**src/rtl/booth_pkg.sv**
```systemverilog
// Shared types and defaults for the Booth multiplier operand sequencer.
// The product is the multiplier's {A,Q} pair, so it is twice the operand width.
package booth_pkg;

  localparam int DEFAULT_WIDTH   = 16;
  localparam int DEFAULT_TIMEOUT = 40;
  localparam int PRODUCT_WIDTH   = 2 * DEFAULT_WIDTH;

  typedef enum logic [2:0] {
    IDLE   = 3'd0,
    LOAD_M = 3'd1,
    LOAD_Q = 3'd2,
    WAIT   = 3'd3,
    HOLD   = 3'd4
  } state_t;

endpackage

```
**src/rtl/booth_watchdog.sv**
```systemverilog
// Clear/enable cycle counter that raises tc when it reaches TIMEOUT-1.
// The owner leaves the counting state on tc, so the count never wraps.
module booth_watchdog
  import booth_pkg::*;
#(
  parameter int TIMEOUT = DEFAULT_TIMEOUT
) (
  input  logic clk,
  input  logic rst,
  input  logic clr,
  input  logic en,
  output logic tc
);

  localparam int CW = $clog2(TIMEOUT + 1);

  logic [CW-1:0] count;

  always_ff @(posedge clk) begin
    if (rst || clr) begin
      count <= '0;
    end else if (en) begin
      count <= count + CW'(1);
    end
  end

  assign tc = (count == CW'(TIMEOUT - 1));

endmodule

```
**src/rtl/booth_operand_sequencer.sv**
```systemverilog
// Serialises an operand pair onto the Booth multiplier's shared data_in bus,
// waits for done (guarded by a watchdog) and presents the product downstream.
//
// Handshakes: a transfer happens on a rising edge where valid && ready are both
// high. The input side only offers ready in IDLE; once out_valid is raised the
// product and error flag stay frozen until out_ready completes the transfer.
module booth_operand_sequencer
  import booth_pkg::*;
#(
  parameter int WIDTH   = DEFAULT_WIDTH,
  parameter int TIMEOUT = DEFAULT_TIMEOUT
) (
  input  logic               clk,
  input  logic               rst,
  input  logic               in_valid,
  output logic               in_ready,
  input  logic [WIDTH-1:0]   in_mcand,
  input  logic [WIDTH-1:0]   in_mplier,
  output logic [WIDTH-1:0]   mult_data_in,
  output logic               mult_start,
  input  logic               mult_done,
  input  logic [2*WIDTH-1:0] mult_result,
  output logic               out_valid,
  input  logic               out_ready,
  output logic [2*WIDTH-1:0] out_product,
  output logic               out_error,
  output logic               busy,
  output state_t             dbg_state
);

  state_t           state;
  logic [WIDTH-1:0] mcand_r;
  logic [WIDTH-1:0] mplier_r;
  logic             wd_clr;
  logic             wd_en;
  logic             wd_tc;

  assign wd_clr = (state == LOAD_Q);
  assign wd_en  = (state == WAIT);

  booth_watchdog #(
    .TIMEOUT(TIMEOUT)
  ) u_watchdog (
    .clk(clk),
    .rst(rst),
    .clr(wd_clr),
    .en (wd_en),
    .tc (wd_tc)
  );

  always_ff @(posedge clk) begin
    if (rst) begin
      state       <= IDLE;
      mcand_r     <= '0;
      mplier_r    <= '0;
      in_ready    <= 1'b1;
      mult_start  <= 1'b0;
      out_valid   <= 1'b0;
      out_product <= '0;
      out_error   <= 1'b0;
    end else begin
      case (state)
        IDLE: begin
          if (in_valid && in_ready) begin
            mcand_r    <= in_mcand;
            mplier_r   <= in_mplier;
            in_ready   <= 1'b0;
            mult_start <= 1'b1;
            state      <= LOAD_M;
          end
        end
        LOAD_M: begin
          mult_start <= 1'b0;
          state      <= LOAD_Q;
        end
        LOAD_Q: begin
          state <= WAIT;
        end
        WAIT: begin
          // A done on the terminal watchdog cycle still delivers the real product.
          if (mult_done) begin
            out_product <= mult_result;
            out_error   <= 1'b0;
            out_valid   <= 1'b1;
            state       <= HOLD;
          end else if (wd_tc) begin
            out_product <= '0;
            out_error   <= 1'b1;
            out_valid   <= 1'b1;
            state       <= HOLD;
          end
        end
        HOLD: begin
          if (out_ready) begin
            out_valid <= 1'b0;
            in_ready  <= 1'b1;
            state     <= IDLE;
          end
        end
        default: begin
          state <= IDLE;
        end
      endcase
    end
  end

  // The bus carries the multiplicand only in LOAD_M, then holds the multiplier.
  always_comb begin
    mult_data_in = '0;
    case (state)
      LOAD_M:             mult_data_in = mcand_r;
      LOAD_Q, WAIT, HOLD: mult_data_in = mplier_r;
      default:            mult_data_in = '0;
    endcase
  end

  assign busy      = (state != IDLE);
  assign dbg_state = state;

endmodule

```
**config.mk**
```make
export PLATFORM = sky130hd
export DESIGN_NAME = booth_operand_sequencer
export DESIGN_NICKNAME = d
export VERILOG_FILES = /design/src/rtl/booth_pkg.sv /design/src/rtl/booth_watchdog.sv /design/src/rtl/booth_operand_sequencer.sv
export SDC_FILE = /design/constraint.sdc
export NUM_CORES = 1
export LEC_CHECK = 0
export ABC_AREA = 1
export CAP_MARGIN = 0
export CORE_UTILIZATION = 50
export DETAILED_ROUTE_END_ITERATION = 10
export DONT_BUFFER_PORTS = 1
export PLACE_DENSITY = 0.66
export REMOVE_ABC_BUFFERS = 1
export SYNTH_ARGS = -nofsm -noshare
export SYNTH_HDL_FRONTEND = slang
export SYNTH_HIERARCHICAL = 1
export SYNTH_SLANG_ARGS = --single-unit
```
**constraint.sdc**
```tcl
create_clock -name clk -period 2.2 [get_ports clk]
set_clock_uncertainty 0.2 [all_clocks]
set_input_delay 0 -clock clk [delete_from_list [all_inputs] [get_ports clk]]
set_output_delay 0 -clock clk [all_outputs]
set_load 0.01 [all_outputs]
```
After elaboration in Yosys (flattened, before gate mapping)
Index checks and enable logic that the tools add are counted.
{ "classes": {"n_mux": 18, "addsub": 1, "n_eq_ne": 8, "reduce_logical": 15} }
{ "op_table": {"columns": ["cell", "n"], "rows": [
  ["2-to-1 mux 32 bit", 2],
  ["case mux 16 bit (2 select lines)", 1],
  ["case mux 3 bit (5 select lines)", 1],
  ["2-to-1 mux 3 bit", 4],
  ["AND reduction 3 bit", 3],
  ["nonzero test 2 bit", 4],
  ["2-to-1 mux 1 bit", 7],
  ["adder 6 x 1 -> 6 bit, second input constant", 1],
  ["== test 3 x 2 -> 1 bit, second input constant", 2],
  ["== test 6 bit, second input constant", 1],
  ["case mux 1 bit (2 select lines)", 3],
  ["AND reduction 2 bit", 3],
  ["inequality test 2 bit, second input constant", 2],
  ["== test 3 x 1 -> 1 bit, second input constant", 1],
  ["== test 3 bit, second input constant", 1],
  ["zero test 3 bit", 1],
  ["inequality test 3 bit, second input constant", 1],
  ["nonzero test 3 bit", 1],
  ["OR reduction 3 bit", 1],
  ["logical AND 1 bit", 1],
  ["logical OR 1 bit", 1]
]} }
{ "word_totals": {"regBits": 77, "wordCells": 51, "out_inout_bits": 56} }

Depth between registers and ports, before layout
{ "logic_depth": {"ltp_word": 4, "depth_mapped": 8, "mapped_depth_nobuf": 8} }

Modules after synthesis
Netlist, hierarchy kept.
{ "by_module_without_submodules": {"columns": ["mod", "seq_area_each_um2", "area_each_um2", "instances", "cells_each"], "rows": [
  ["booth_operand_sequencer", 1421.4, 2939.1, 1, 395],
  ["booth_watchdog", 120.1, 265.3, 1, 36]
]} }

Worst setup path after synthesis
No wires, ideal clock.
{ "synth_timing": {"path_kind": "reg2reg", "start": "register u_watchdog.count[0]", "end": "register out_product[16]", "arrival_time_ps": 1376, "path_stages_with_launch": 7, "period_less_slack_ps": 1711, "t_required_ps": 1865, "setup_time_ps": 135, "setup_slack_ps": 489, "path_cell_list": "dfxtp_1 > ha_1 > nor3b_1 > o21ai_4 > buf_4 > nand2_1 > a21oi_2"} }
{ "synth_via": {"elab_chain_len": 3} }
{ "synth_rtl": {"columns": ["item", "line_no", "rtl"], "rows": [
  ["start, declared", "booth_watchdog.sv:17", "logic [CW-1:0] count;"],
  ["start signal, assigned", "booth_watchdog.sv:23", "count <= count + CW'(1);"],
  ["== test 6 bit", "booth_watchdog.sv:27", "assign tc = (count == CW'(TIMEOUT - 1));"],
  ["via wd_tc", "booth_operand_sequencer.sv:36", "logic wd_tc;"],
  ["nonzero test 2 bit (no line)", null, null],
  ["AND reduction 2 bit (no line)", null, null],
  ["end signal, assigned", "booth_operand_sequencer.sv:82", "out_product <= mult_result;"],
  ["end, declared", "booth_operand_sequencer.sv:25", "output logic [2*WIDTH-1:0] out_product,"]
]} }
The timed path passes the listed nets, and every way through them passes these cells.
A chain may end at the register's enable or synchronous reset.

Worst setup path in the final report
{ "layout_timing": {"start": "register state[2], in the netlist dbg_state[2]", "end": "output mult_data_in[2]"} }
{ "layout_via": {"elab_chain_len": 3, "word_cells_on_any_way": 6, "cone_classes": "eq/ne: 4; mux: 1; reduce/logical: 1"} }
{ "layout_rtl": {"columns": ["item", "line_no", "rtl"], "rows": [
  ["start, declared", "booth_operand_sequencer.sv:31", "state_t state;"],
  ["start signal, assigned", "booth_operand_sequencer.sv:53", "state <= IDLE;"],
  ["start signal, assigned", "booth_operand_sequencer.sv:69", "state <= LOAD_M;"],
  ["start signal, assigned", "booth_operand_sequencer.sv:74", "state <= LOAD_Q;"],
  ["== test 3 bit / == test 3 x 2 -> 1 bit (equally long branches)", "booth_operand_sequencer.sv:110", "case (state)"],
  ["OR reduction 3 bit", "booth_operand_sequencer.sv:110", null],
  ["case mux 16 bit (2 select lines) *", "booth_operand_sequencer.sv:110", null],
  ["end, declared", "booth_operand_sequencer.sv:19", "output logic [WIDTH-1:0] mult_data_in,"]
]} }
Every way passes the cells marked *; elsewhere a longest branch is shown, timed or not.

==> impl_metrics.toml <==
[outcome]
outcome = "completed"

[clock_tree]
clockBufferDepth = 2
cts_buffers = 9
clock_sinks = 77
htreeDepth = 3
post-cts-setup-buffers = 0
cts_tree = "built"
clk_pin_slew_ps = 70
cts-root-buf = "clkbuf_8"
clk_latency_ps = 350

[sta]
fin_crit_ps = 2110
fin_ws_ps = 89.4
max_freq_ghz = 0.474
final_hold_viol_count = 0
worst_pin_slew_ps = 645
max_slew_margin = 0.569
slew_violations = 0
finalSetupViolCount = 0
fin_crit_sh = 0.959
hold-worst-slack_ps = 130
rsz0062_at_grt = "false"

[worst_setup_path]
cp_cell_sequence = "buf_4 > nor3_1 > inv_1 > o21ai_0"
critPathLaunchType = "register"
path_max_fanout = 17
end_kind = "output pin"
required_ps = 2000
crit_buf_inv = 2
cp_data_arrival_time_ps = 1910
crit_family = "buffers and inverters"
worstSetupStartpoint = "dbg_state[2]"
reg2reg_slack_ps = 160
worstReg2RegStart = "dbg_state[2]"
crit_path_top_delay_cell = "o21ai_0"
cp_slowest_stage_delay_ps = 460
path_class = "reg2out"

[cells_and_area]
drive_gt1_frac = 0.0849
antennaDiodeCount = 0
area_delta_synth_final_pct = 33.3
finalCoreUtilization = 0.705
nets = 583

[yosys]
synth_seq_area_share = 0.481
synth-async-reset-ratio = 0
yosys_warnings = 6
synth_cell_types = 27
synth_flop_cell = "dfxtp_1"
avgSynthCellArea_um2 = 7.43
synth_area_mm2 = 0.00320
synth-seq-cells = 77
synthCells = 431
synth-edff-count = 0

[grt]
antenna_found_initial = 0
grtUsageTotal = 0.264
grt_overflow_total = 0
grt_max_degree = 55
grt_pass1_vias = 2887
grt_pass1_wl_mm = 13.4

[power_and_ir_drop]
finalPower_uw = 3310
power_density_mw_per_mm2 = 776
p_leak_uw = 0.00161
ir_worst_vdd_mv = 0.532

[routing]
firstDrtPassIters = 4
wl_per_cell_um = 14.6
finalWirelength_mm = 8.64
drc_errors = 0
avgViaCountPerCell = 5.21
via_count = 3090
postRouteAntennaNets = 0
drt-initial-drc-count = 207

[die]
die_area_mm2 = 0.00673
rows = 28
io_pins = 125
die_w_um = 82.1
die_h_um = 82.1
core_area_mm2 = 0.00606
initial_utilization = 0.529

[hold_path]
hold_path.class = "in2reg"
min_from = "in_mcand[8]"

[placement]
dp_slack_ps = 311
dp_hpwl_mm = 4.64
gp_congestion = 0.734
io_buffers = 0

[flow_run]
drv_cap = 0
-- cells in the final DEF (no fill, tap or decap), drive strengths merged --
cell type and instances:
nand2 143, dlygate4sd3 88, dfxtp 77, a21oi 57
nor2 49, inv 25, o21ai 23, nand4 16
clkbuf 10, nand3 9, buf 8, clkinv 6
nor3 3, clkinvlp 2, nor3b 1, ha 1
-- kinds of logic after synthesis --
kind of cell               synth area share
buffers and inverters                0.0867
AOI/OAI and AO/OA                     0.137
and+or+nand+nor                       0.292
DFF                                   0.481
adders and majority gates           0.00390
-- power by group --
| part | switching [uW] | internal (uW) | leakage (uW) | total [uW] |
|---|---|---|---|---|
| Clock | 535 | 436 | 0.0000880 | 971 |
| Combinational | 445 | 294 | 0.000896 | 739 |
| Sequential | 85.4 | 1520 | 0.000628 | 1600 |
| Total | 1060 | 2250 | 0.00161 | 3310 |
-- flip-flops by register name, summed over array words and instances (netlist names) --
register	cells
u_watchdog/count	6
out_product	32
out_valid	1
dbg_state	3
mult_start	1
in_ready	1
mcand_r	16
mplier_r	16
out_error	1
-- final timing paths --
path | endpoint | depth (start not counted)
max | mult_data_in[2] | 4
min | mcand_r[8] | 3
max reg2reg | mplier_r[10] | 6
min reg2reg | mplier_r[15] | 2
-- cell type report --
class | instances | area [um^2]
clock inverters | 6 | 38.8
multi-input cells | 302 | 1390
well taps | 75 | 93.8
flip-flops and latches | 77 | 1550
clock buffers | 10 | 138
fillers | 471 | 1790
inverters | 27 | 101
repair buffers | 96 | 970
-- Yosys cell counts (5+ instances only) --
cell	number	area [um^2]
o21ai_0	12	60.1
nand4_1	16	100
dfxtp_1	77	1540
buf_6	8	90.1
nand2_1	139	522
a21oi_1	52	260
nand3_1	8	40.0
nor2_1	47	176
buf_2	6	30.0
clkbuf_1	7	26.3
o21ai_1	8	40.0
inv_1	24	90.1
a21oi_2	5	43.8
-- tightest hold or removal path, delay by kind of cell --
kind                   cells  cell delay, ps
buffers and inverters      1             520
and+or+nand+nor            2             120
-- timing repair --
item	CTS	global route
endpoints found under the setup margin	0	24
hold buffers	89	0
gates resized for setup	0	8
endpoints found under the hold margin	77	0
-- stage by stage --
step	std cells	setup TNS, ps	instance area (um^2)
final	593	0	4270
after global routing	593	0	4270
after CTS	593	0	4250
after detailed placement	488	0	3170
after global placement	488	0	3170
after floorplan	406	-8810	3030
-- per-layer routing --
metal	share of wire	track usage	vias up	routed length, um
li1	-	-	1541	-
met3	0.079	0.0878	21	680
met2	0.49	0.437	115	4190
met5	0	0	-	0
met4	0.020	0.112	0	177
met1	0.42	0.309	1413	3590
(Power assumes the default switching activity.)
